--- src/rtl/pp_pkg.sv ---
// Shared constants and types for the 8x8 partial-product multiplier front end.
// Optional signed support elsewhere is selected by PP_GEN_SIGNED_EN.
package pp_pkg;

    localparam int unsigned OP_W   = 8;
    localparam int unsigned ROW_W  = 16;
    localparam int unsigned N_ROWS = 8;
    localparam int unsigned TAG_W  = 4;
    localparam int unsigned IDX_W  = $clog2(N_ROWS);

    typedef logic [ROW_W-1:0] row_t;

endpackage

--- src/rtl/pp_row_gen.sv ---
// One partial-product row: multiplicand gated by a multiplier bit, shifted by the row index.
// PP_GEN_SIGNED_EN adds sign extension and negation of the top row for signed operands.
module pp_row_gen
    import pp_pkg::*;
(
    input  logic [OP_W-1:0]  i_a,
    input  logic             i_b_bit,
    input  logic [IDX_W-1:0] i_idx,
`ifdef PP_GEN_SIGNED_EN
    input  logic             i_signed,
`endif
    output row_t             o_row
);

    row_t w_ext;
    row_t w_shift;

    always_comb begin
        w_ext = '0;
        if (i_b_bit) begin
`ifdef PP_GEN_SIGNED_EN
            if (i_signed) begin
                w_ext = {{(ROW_W-OP_W){i_a[OP_W-1]}}, i_a};
            end else begin
                w_ext = {{(ROW_W-OP_W){1'b0}}, i_a};
            end
`else
            w_ext = {{(ROW_W-OP_W){1'b0}}, i_a};
`endif
        end
        w_shift = w_ext << i_idx;
        o_row   = w_shift;
`ifdef PP_GEN_SIGNED_EN
        // The multiplier's top bit weighs -2^(N-1), so its row enters negated.
        if (i_signed && (i_idx == IDX_W'(N_ROWS - 1))) begin
            o_row = -w_shift;
        end
`endif
    end

endmodule

--- src/rtl/pp_gen_stage.sv ---
// Two-stage valid/ready partial-product generator feeding the 4:2 compressor tree.
// Define PP_GEN_SIGNED_EN to honour in_signed; otherwise operands are always unsigned.
module pp_gen_stage
    import pp_pkg::*;
(
    input  logic                    clk,
    input  logic                    rst,
    input  logic                    in_valid,
    output logic                    in_ready,
    input  logic [OP_W-1:0]         in_a,
    input  logic [OP_W-1:0]         in_b,
    input  logic                    in_signed,
    output logic                    out_valid,
    input  logic                    out_ready,
    output logic [N_ROWS*ROW_W-1:0] out_pp,
    output logic [TAG_W-1:0]        out_tag
);

    logic                    r_s1_valid;
    logic [OP_W-1:0]         r_s1_a;
    logic [OP_W-1:0]         r_s1_b;
    logic [TAG_W-1:0]        r_s1_tag;
    logic                    r_s2_valid;
    logic [N_ROWS*ROW_W-1:0] r_s2_pp;
    logic [TAG_W-1:0]        r_s2_tag;
    logic [TAG_W-1:0]        r_tag_cnt;

    logic                    w_s2_adv;
    logic                    w_in_ready;
    logic [N_ROWS*ROW_W-1:0] w_pp;

`ifdef PP_GEN_SIGNED_EN
    logic                    r_s1_signed;
`else
    logic                    w_unused_signed;
    assign w_unused_signed = in_signed;
`endif

    // S1 may take new operands whenever its content is leaving (or it is empty).
    assign w_s2_adv   = !r_s2_valid || out_ready;
    assign w_in_ready = !r_s1_valid || w_s2_adv;

    assign in_ready  = w_in_ready;
    assign out_valid = r_s2_valid;
    assign out_pp    = r_s2_pp;
    assign out_tag   = r_s2_tag;

    for (genvar g = 0; g < N_ROWS; g++) begin : g_row
        pp_row_gen u_row (
            .i_a     (r_s1_a),
            .i_b_bit (r_s1_b[g]),
            .i_idx   (IDX_W'(g)),
`ifdef PP_GEN_SIGNED_EN
            .i_signed(r_s1_signed),
`endif
            .o_row   (w_pp[g*ROW_W +: ROW_W])
        );
    end

    always_ff @(posedge clk) begin
        if (rst) begin
            r_s1_valid  <= 1'b0;
            r_s1_a      <= '0;
            r_s1_b      <= '0;
            r_s1_tag    <= '0;
            r_s2_valid  <= 1'b0;
            r_s2_pp     <= '0;
            r_s2_tag    <= '0;
            r_tag_cnt   <= '0;
`ifdef PP_GEN_SIGNED_EN
            r_s1_signed <= 1'b0;
`endif
        end else begin
            if (w_in_ready) begin
                r_s1_valid <= in_valid;
                if (in_valid) begin
                    r_s1_a    <= in_a;
                    r_s1_b    <= in_b;
                    r_s1_tag  <= r_tag_cnt;
                    r_tag_cnt <= r_tag_cnt + TAG_W'(1);
`ifdef PP_GEN_SIGNED_EN
                    r_s1_signed <= in_signed;
`endif
                end
            end
            if (w_s2_adv) begin
                r_s2_valid <= r_s1_valid;
                if (r_s1_valid) begin
                    r_s2_pp  <= w_pp;
                    r_s2_tag <= r_s1_tag;
                end
            end
        end
    end

endmodule

--- config.mk ---
export PLATFORM = sky130hd
export DESIGN_NAME = pp_gen_stage
export DESIGN_NICKNAME = d
export VERILOG_FILES = /design/src/rtl/pp_pkg.sv /design/src/rtl/pp_row_gen.sv /design/src/rtl/pp_gen_stage.sv
export SDC_FILE = /design/constraint.sdc
export NUM_CORES = 1
export LEC_CHECK = 0
export ABC_AREA = 1
export CORE_ASPECT_RATIO = 1.25
export CORE_MARGIN = 5
export CORE_UTILIZATION = 39
export CTS_CLUSTER_SIZE = 20
export DETAILED_ROUTE_END_ITERATION = 8
export PLACE_DENSITY = 0.77
export SYNTH_ARGS = -nofsm -noshare
export SYNTH_HDL_FRONTEND = slang
export SYNTH_SLANG_ARGS = --single-unit
--- constraint.sdc ---
create_clock -name clk -period 1.3 [get_ports clk]
set_clock_uncertainty 0.2 [all_clocks]
set_input_delay 0.195 -clock clk [delete_from_list [all_inputs] [get_ports clk]]
set_output_delay 0.195 -clock clk [all_outputs]
set_load 0.05 [all_outputs]
==> results of run 1 <==
==> cells in the final DEF, fill, tap and decap left out, drive strengths merged <==
| master | instances |
|---|---|
| bufbuf | 3 |
| nand4 | 1 |
| dlygate4sd2 | 1 |
| conb | 64 |
| ha | 1 |
| buf | 113 |
| clkbuf | 12 |
| nand3 | 67 |
| clkdlybuf4s50 | 17 |
| dfxtp | 94 |
| inv | 7 |
| o21ai | 24 |
| bufinv | 3 |
| nand2 | 74 |
| nor2 | 52 |
| a21oi | 68 |
| clkinvlp | 2 |
| dlygate4sd3 | 1 |
| xor2 | 1 |
==> through the flow <==
stage / cell area, um2 / hold WS, ns
2_1_floorplan: 4253 / 0.1416
3_3_place_gp: 5584 / 0.2465
3_5_place_dp: 5584 / 0.2504
4_1_cts: 6382 / 0.1265
5_1_grt: 6591 / 0.1386
6_report: 6591 / 0.1121
==> cells by family after synthesis <==
group / after synthesis / share of synthesized area [%]
simple gates: 194 / 22.14
buf+inv: 115 / 18.46
flops: 94 / 47.22
compound gates: 92 / 11.55
xor+xnor: 1 / 0.2198
fa+ha+maj: 1 / 0.3139
other cells: 1 / 0.09410
==> registers in the layout, summed over array words and instances (netlist names) <==
| signal | cells |
|---|---|
| out_tag | 4 |
| r_s1_valid | 1 |
| out_valid | 1 |
| out_pp | 64 |
| r_s1_a | 8 |
| r_s1_b | 8 |
| r_tag_cnt | 4 |
| r_s1_tag | 4 |
==> worst paths after layout <==
path | startpoint | end | slack [ns] | cells past startpoint
max | r_s1_valid | in_ready | -0.15 | 3
min | out_ready | out_valid | 0.11 | 4
max reg2reg | out_valid | out_pp[39] | -0.14 | 6
min reg2reg | r_s1_tag[0] | r_s1_tag[0] | 0.26 | 2
==> power by group through the flow <==
stage | Sequential [uW] | Combinational (uW) | Clock, uW
after floorplan | 3170 | 910 | 0
after global placement | 3130 | 1160 | 0
after detailed placement | 3130 | 1180 | 0
after CTS | 3070 | 1360 | 3100
after global routing | 3080 | 1500 | 3250
final | 3070 | 1440 | 3080
==> repair_timing <==
action,4_1_cts,5_1_grt
hold buffers,1,0
gates cloned,8,1
endpoints found under the setup margin,69,118
endpoints found under the hold margin,2,0
buffers inserted,7,1
gates resized for setup,42,59
pin swaps,16,4
==> worst max-delay path, delay by kind of cell, from the launching register on <==
| kind | cells | cell delay (ns) |
|---|---|---|
| flops | 1 | 0.38 |
| simple gates | 1 | 0.08 |
| buf+inv | 2 | 0.26 |
==> metal layers <==
metal,share of wire (%),routed length (um)
met4,3.9,492
met3,7.7,963
met5,0,0
met2,52,6557
met1,36,4539
==> final cells by class <==
| type | instances | area, um2 | share of cell area, % |
|---|---|---|---|
| Timing Repair Buffer | 136 | 2323 | 35.25 |
| Inverter | 7 | 41.29 | 0.6264 |
| Clock inverter | 5 | 105.1 | 1.595 |
| Multi-Input combinational cell | 352 | 1767 | 26.80 |
| Sequential cell | 94 | 1941 | 29.44 |
| Clock buffer | 11 | 252.7 | 3.834 |
| Tap cell | 129 | 161.4 | 2.449 |
==> impl_results.md, run 1 <==
- Top-count cell post-synth: dfxtp_1
- Sw Ratio: 28.12%
- Crit path required time: 0.90 ns
- Num CTS Buffers: 9
- RSZ-0062 raised after global routing: yes
- Fraction of layout cells with a size suffix above 1: 37.36%
- Die Area: 12,350 um2
- Post-DRT Antenna Nets: 0
- Core area: 10,050 um2
- Synth Flop Type: dfxtp_1
- Placed cells: 700
- Gpl congestion: 0.7945
- Pint: 5457 uW
- Reg clk slew, reported paths: 0.06 ns
- Period utilisation layout: 111.6%
- Initial antenna violation count: 0
- Met1 usage: 21.41%
- Initial DRC Count: 309
- Sequential power share: 40.5%
- CP max FO: 2
- Cell count after synthesis: 498
- Hpwl dp: 7781 um
- Final Hold Vio Count: 0
- GRT Max-Usage Layer: met2
- Synth area leaders: dfxtp_1 (47%), buf_4 (13%), a21oi_1 (8.5%)
- Tot Pwr: 7591 uW
- Synth top area share: 47.22%
- Crit path max-delay cell type: dfxtp_4
- Fillers: 743
- Largest net degree at the start of global routing: 43
- Setup_tns: -5.490 ns
- WL final: 12,550 um
- # rows: 41
- Pwr Density: 1152 nW/um2
- Top Ports: 155
- Fin. max-slew vios: 0
- Congestion Overflow GR: 0
- Vias per Instance: 4.975
- Buffers added on ports: 89
- First-pass GRT wire length: 18,480 um
- Flops & latches, synth: 94
- Commonest cells in the netlist: dfxtp_1 (94), nand2_1 (71), a21oi_1 (68)
- Nets: 622
- Max Root-Sink Buffers: 2
- Worst Hold Class: in -> reg
- Worst Slack Setup Final: -0.1508 ns
- Initial Util: 39.63%
- Critical Path End Type: primary output
- Max transition margin: 65.46%
- DRT Pass-1 Iters: 4
- Wirelength per Cell: 17.10 um
- Crit-path cells: nand3_4 -> buf_6 -> buf_12
- DR vias: 3,652
- Peak Freq: 0.6893 GHz
- Register area share after synthesis: 47.22%
- H-tree Lvls: 3
- N_diodes: 0
- Post-synth top area cell: dfxtp_1
- CP max stage delay: 0.38 ns
- Die height: 123.0 um
- Pre-CTS WS: -0.4093 ns
- Ys async rst share: 0%
- Netlist cell types: 22
- Post-synth EDFFs: 0
- Maximum vdd drop: 0.0006386 V
- # clock sinks: 94
- Number of global-route vias before repair: 3,524
- GRT met3 Usage: 4.628%
- Cell Area, Synth: 3985 um2
- Total track usage: 19.68%
- Clock network fraction of design power: 40.6%
- Clk_lat worst skew: 0.34 ns
- Endpoints failing setup: 77
- Startpoint Class: flip-flop
- WP data arrival: 1.06 ns
- DR DRC count: 0
- Die Wd: 100.4 um
- Combinational share of power: 19.0%
- Mean Syn Cell Area: 8.002 um2
- Met2 Use GR: 35.03%
- Utilization after layout: 65.55%
- P_sw: 2134 uW
- Yosys warning count: 0
- Failing checks: negative setup slack
- CTS tree: yes
- Area grow syn2layout: 65.40%
- Final min period: 1.451 ns
- Pleak: 0.002551 uW
- Max-cap violation count: 0
- Root buffer cell: clkbuf_16
- Non-Filler Instances: 734
- Worst-margin pin slew: 0.5182 ns
- Setup CP Type: reg -> out
- Status: finished with violations
No activity file was read; power rests on OpenSTA's default activity.
==> run 2, diff against run 1 <==
--- a/config.mk
+++ b/config.mk
@@ -8,10 +8,11 @@
 export ABC_AREA = 1
 export CORE_ASPECT_RATIO = 1.25
 export CORE_MARGIN = 5
-export CORE_UTILIZATION = 39
+export CORE_UTILIZATION = 44
 export CTS_CLUSTER_SIZE = 20
 export DETAILED_ROUTE_END_ITERATION = 8
-export PLACE_DENSITY = 0.77
+export GPL_ROUTABILITY_DRIVEN = 0
+export PLACE_DENSITY = 0.82
 export SYNTH_ARGS = -nofsm -noshare
 export SYNTH_HDL_FRONTEND = slang
 export SYNTH_SLANG_ARGS = --single-unit
==> constraint.sdc (replaced) <==
create_clock -name clk -period 1.38 [get_ports clk]
set_clock_uncertainty 0.2 [all_clocks]
set_input_delay 0.207 -clock clk [delete_from_list [all_inputs] [get_ports clk]]
set_output_delay 0.207 -clock clk [all_outputs]
set_load 0.05 [all_outputs]
==> impl_results.md, run 2 (synthesized netlist as in run 1, its figures left out) <==
- Status: finished with violations (unchanged)
- Failing checks: negative setup slack (unchanged)
- Area of the multi-input gates: 1689 um2 (was 1767 um2)
- Pleak: 0.002180 uW (was 0.002551 uW)
- Clock network fraction of design power: 30.8% (was 40.6%)
- # clock sinks: 94 (unchanged)
- Wirelength per Cell: 15.78 um (was 17.10 um)
- DRT Pass-1 Iters: 4 (unchanged)
- Die Wd: 95.12 um (was 100.4 um)
- P_sw: 1823 uW (was 2134 uW)
- Area grow syn2layout: 46.06% (was 65.40%)
- Most frequent cells in the layout: dfxtp_1 (92), buf_12 (77), nand2_1 (71), conb_1 (64), nand3_1 (56) (was buf_12 (84), nand2_1 (71), conb_1 (64), nand3_1 (56), dfxtp_1 (51))
- Fraction of layout cells with a size suffix above 1: 24.04% (was 37.36%)
- DR vias: 3,545 (was 3,652)
- Period utilisation layout: 103.3%
- Register area: 1889 um2 (was 1941 um2)
- Commonest non-fill, non-tap cell in the layout: dfxtp_1 (was buf_12)
- Largest net degree at the start of global routing: 54 (was 43)
- Startpoint Class: flip-flop (unchanged)
- CP max FO: 4 (was 2)
- Vias per Instance: 5.101 (was 4.975)
- Die Area: 11,070 um2 (was 12,350 um2)
- RSZ-0062 raised after global routing: yes (unchanged)
- Combinational share of power: 18.3% (was 19.0%)
- Core area: 8748 um2 (was 10,050 um2)
- Hpwl dp: 7327 um (was 7781 um)
- Fin. max-slew vios: 0 (unchanged)
- Die height: 116.4 um (was 123.0 um)
- Reg clk slew, reported paths: 0.08 ns (was 0.06 ns)
- WHS: 0.1269 ns (was 0.1121 ns)
- Max transition margin: 60.15% (was 65.46%)
- Worst-margin pin slew: 0.5969 ns (was 0.5182 ns)
- Post-DRT Antenna Nets: 0 (unchanged)
- Setup CP Type: reg -> out (unchanged)
- First-pass GRT wire length: 16,290 um (was 18,480 um)
- Pwr Density: 995.3 nW/um2 (was 1152 nW/um2)
- Buffers added on ports: 89 (unchanged)
- Pre-CTS WS: -0.4027 ns (was -0.4093 ns)
- Max-cap violation count: 0 (unchanged)
- Total track usage: 18.77% (was 19.68%)
- Sw Ratio: 31.47% (was 28.12%)
- Endpoints failing setup: 4 (was 77)
- Num CTS Buffers: 9 (unchanged)
- Hold buffer count at cts: 0 (was 1)
- # rows: 38 (was 41)
- Crit path required time: 0.97 ns (was 0.90 ns)
- Sequential power share: 50.9% (was 40.5%)
- Critical Path End Type: primary output (unchanged)
- Congestion Overflow GR: 0 (unchanged)
- Placed instance area: 5413 um2 (was 5584 um2)
- Initial DRC Count: 311 (was 309)
- Worst Hold Class: in -> reg (unchanged)
- WL final: 10,970 um (was 12,550 um)
- Post-Layout Inst Area: 5821 um2 (was 6591 um2)
- Fillers: 661 (was 743)
- Initial antenna violation count: 1 (was 0)
- Initial Util: 45.55% (was 39.63%)
- H-tree Lvls: 3 (unchanged)
- Clk_lat worst skew: 0.35 ns (was 0.34 ns)
- Max Root-Sink Buffers: 2 (unchanged)
- Peak Freq: 0.7017 GHz
- WP data arrival: 1.02 ns (was 1.06 ns)
- Nets: 592 (was 622)
- Number of global-route vias before repair: 3,280 (was 3,524)
- Utilization after layout: 66.53% (was 65.55%)
- Root buffer cell: clkbuf_8 (was clkbuf_16)
- Top Ports: 155 (unchanged)
- Final min period: 1.425 ns
- DR DRC count: 0 (unchanged)
- Final Hold Vio Count: 0 (unchanged)
- Setup_tns: -0.08788 ns (was -5.490 ns)
- Worst Slack Setup Final: -0.04505 ns (was -0.1508 ns)
- CTS tree: yes (unchanged)
- Pint: 3970 uW (was 5457 uW)
- Largest register FFs: 64 (unchanged)
- Maximum vdd drop: 0.0006678 V (was 0.0006386 V)
==> run 2: path summary, 6_finish.rpt <==
path          startpoint          end  slack [ns]  cells past startpoint
max            out_valid     in_ready       -0.05                      2
min                  rst    out_pp[2]        0.13                      3
max reg2reg    out_valid   out_pp[68]           0                      6
min reg2reg  r_s1_tag[0]  r_s1_tag[0]        0.27                      2
==> run 2: per-stage QoR <==
stage	total power, uW	cells
after floorplan	3842	561
after global placement	3970	673
after detailed placement	3985	673
after CTS	5747	690
after global routing	5980	695
final	5793	695
==> run 2: metal layers <==
layer	share of wire [%]	wire [um]	vias up	GRT usage, %
li1	-	-	1633	-
met1	36	3948	1663	23.24
met2	51	5547	227	31.11
met3	10	1137	22	3.608
met4	3.1	337	0	9.240
met5	0	0	-	0
==> run 2: power by group through the flow <==
stage | clock network (uW) | logic (uW) | registers (uW)
after global placement | 0 | 966 | 3000
after detailed placement | 0 | 977 | 3010
after CTS | 1800 | 1010 | 2940
final | 1780 | 1060 | 2950
after floorplan | 0 | 857 | 2990
after global routing | 1910 | 1110 | 2960
==> run 2: what timing repair did <==
item | in CTS | in global routing
setup endpoints to repair | 39 | 70
gates resized for setup | 9 | 23
pin swaps | 0 | 3
cloned | 1 | 2
setup buffers | 2 | 2
==> run 2: area by class of cell <==
type                       instances  area share (%)
tap                              120           2.580
multi-input combinational        352           29.02
clock inverter                     4          0.8169
timing repair buffer             106           31.90
antenna                            1         0.04299
sequential                        94           32.46
inverter                           7          0.7524
clock buffer                      11           2.429
==> run 2: critical path, stage by stage (launching register included) <==
cell and delay, ns:
dfxtp_4 0.38, nand3_4 0.12, buf_12 0.17
==> run 3, diff against run 2 <==
--- a/config.mk
+++ b/config.mk
@@ -6,7 +6,7 @@
 export NUM_CORES = 1
 export LEC_CHECK = 0
 export ABC_AREA = 1
-export CORE_ASPECT_RATIO = 1.25
+export CORE_ASPECT_RATIO = 1.5
 export CORE_MARGIN = 5
 export CORE_UTILIZATION = 44
 export CTS_CLUSTER_SIZE = 20
==> impl_results.md, run 3 (synthesized netlist as in run 1, its figures left out) <==
- Post-Layout Inst Area: 6515 um2 (was 5821 um2)
- Initial Util: 45.14% (was 45.55%)
- Num CTS Buffers: 9 (unchanged)
- Max-cap violation count: 0 (unchanged)
- Max transition margin: 57.04% (was 60.15%)
- Max Root-Sink Buffers: 2 (unchanged)
- Failing checks: negative setup slack (unchanged)
- Vias per Instance: 5.536 (was 5.101)
- Crit-path cells: buf_4 -> nand2_8 -> buf_12 -> clkbuf_16 -> nand2_1 -> a21oi_1 (was nand3_4 -> buf_12)
- Core area: 8828 um2 (was 8748 um2)
- Placed instance area: 5520 um2 (was 5413 um2)
- # rows: 42 (was 38)
- Top Ports: 155 (unchanged)
- Congestion Overflow GR: 0 (unchanged)
- Pre-CTS WS: -0.3518 ns (was -0.4027 ns)
- # clock sinks: 94 (unchanged)
- Die height: 126.6 um (was 116.4 um)
- Total track usage: 19.91% (was 18.77%)
- Fraction of layout cells with a size suffix above 1: 35.11% (was 24.04%)
- R2R setup slack: -0.08 ns (was 0 ns)
- Status: finished with violations (unchanged)
- Hpwl dp: 7865 um (was 7327 um)
- RSZ-0062 raised after global routing: yes (unchanged)
- Top delay family on crit path: buffers and inverters (was flip-flops)
- Die Wd: 87.71 um (was 95.12 um)
- Crit path buf inv count: 3 (was 1)
- Root buffer cell: clkbuf_16 (was clkbuf_8)
- CP max stage delay: 0.35 ns (was 0.38 ns)
- Commonest non-fill, non-tap cell in the layout: dfxtp_1 (unchanged)
- Utilization after layout: 73.80% (was 66.53%)
- Nets: 619 (was 592)
- Crit path required time: 1.44 ns (was 0.97 ns)
- Die Area: 11,100 um2 (was 11,070 um2)
- Critical Path End Type: flip-flop (was primary output)
- WP data arrival: 1.52 ns (was 1.02 ns)
- Startpoint Class: flip-flop (unchanged)
- H-tree Lvls: 3 (unchanged)
- Period utilisation layout: 105.6% (was 103.3%)
- DR vias: 3,936 (was 3,545)
- Initial DRC Count: 584 (was 311)
- Most frequent cells in the layout: dfxtp_1 (92), buf_12 (79), nand2_1 (66), conb_1 (64), nand3_1 (49) (was dfxtp_1 (92), buf_12 (77), nand2_1 (71), conb_1 (64), nand3_1 (56))
- Hold buffer count at cts: 0 (unchanged)
- Setup CP Type: reg -> reg (was reg -> out)
- Reg clk slew, reported paths: 0.07 ns (was 0.08 ns)
- DRT Pass-1 Iters: 5 (was 4)
- Endpoints failing setup: 44 (was 4)
- First-pass GRT wire length: 17,300 um (was 16,290 um)
- CP max FO: 8 (was 4)
- Final min period: 1.457 ns (was 1.425 ns)
- Setup_tns: -0.9530 ns (was -0.08788 ns)
- Peak Freq: 0.6865 GHz (was 0.7017 GHz)
- DR DRC count: 0 (unchanged)
- Wirelength per Cell: 19.41 um (was 15.78 um)
- CTS tree: yes (unchanged)
- Pwr Density: 1055 nW/um2 (was 995.3 nW/um2)
- Buffers added on ports: 89 (unchanged)
- Final Hold Vio Count: 0 (unchanged)
- Number of global-route vias before repair: 3,405 (was 3,280)
- Crit path max-delay cell type: dfxtp_4 (unchanged)
- WL final: 13,800 um (was 10,970 um)
- Pleak: 0.002478 uW (was 0.002180 uW)
- Largest net degree at the start of global routing: 69 (was 54)
- Worst Hold Class: in -> reg (unchanged)
- N_diodes: 0 (was 1)
- Area grow syn2layout: 63.49% (was 46.06%)
- Initial antenna violation count: 0 (was 1)
- Maximum vdd drop: 0.0009582 V (was 0.0006678 V)
- Fin. max-slew vios: 0 (unchanged)
- Post-DRT Antenna Nets: 0 (unchanged)
- Worst-margin pin slew: 0.6436 ns (was 0.5969 ns)
- Largest register FFs: 64 (unchanged)
- Clk_lat worst skew: 0.34 ns (was 0.35 ns)
- Worst Slack Setup Final: -0.07668 ns (was -0.04505 ns)
-- run 3: changes by cell type in the layout (fill, tap and decap cells not counted), moves of 6 or more --
cell       delta
o21ai_2      +10
o21ai_1       -6
buf_6         +7
nor2_2        +7
clkbuf_16    +17
buf_4         +7
nor2_1        -7
a21oi_2      +17
nand3_1       -7
clkbuf_8      -8
nand3_2       +7
a21oi_1      -17
-- run 3: final cells by class --
class / instances / area (um2)
multi-input combinational: 352 / 1864
tap: 110 / 137.6
clock inverter: 2 / 37.54
sequential: 94 / 1889
timing repair buffer: 131 / 2236
inverter: 7 / 51.30
fill: 526 / 2313
timing repair inverter: 2 / 17.52
clock buffer: 13 / 281.5
-- run 3: worst min-delay path, cell delays in order --
cell            delay, ns
dlymetal6s2s_1       0.10
inv_2                0.06
nand2_2              0.11
buf_4                0.12
a21oi_1              0.05
-- run 3: through the flow --
step	std cells	power (uW)	hold WS, ns
global route	711	7045	0.1946
finish	711	6871	0.1552
global placement	674	4013	0.2461
floorplan	561	3842	0.1536
CTS	694	6604	0.1591
detailed placement	674	4036	0.2626
-- run 3: worst paths after layout --
check | startpoint | to | cells past startpoint
worst min-delay path | out_ready | out_valid | 5
worst max register to register | r_s1_valid | out_pp[120] | 6
worst max-delay path | r_s1_valid | out_pp[120] | 6
worst min register to register | r_s1_tag[0] | r_s1_tag[0] | 2
-- run 3: layer usage --
metal,GRT usage (%),part of all wire [%]
met1,21.87,33
met3,4.737,10
met5,0,0
met4,9.846,5.1
met2,34.95,52
-- run 3: timing repair --
| item | 4_1_cts | 5_1_grt |
|---|---|---|
| cloned | 1 | 16 |
| resized for setup | 6 | 83 |
| endpoints found under the setup margin | 12 | 77 |
| buffers inserted | 4 | 1 |
| pin swaps | 1 | 51 |
-- run 3: report_power, final --
| group | internal, uW | total [uW] | leakage (uW) | switching, uW |
|---|---|---|---|---|
| clock | 1600 | 2620 | 0.000153 | 1010 |
| sequential | 2790 | 2940 | 0.000766 | 154 |
| combinational | 437 | 1310 | 0.00156 | 871 |
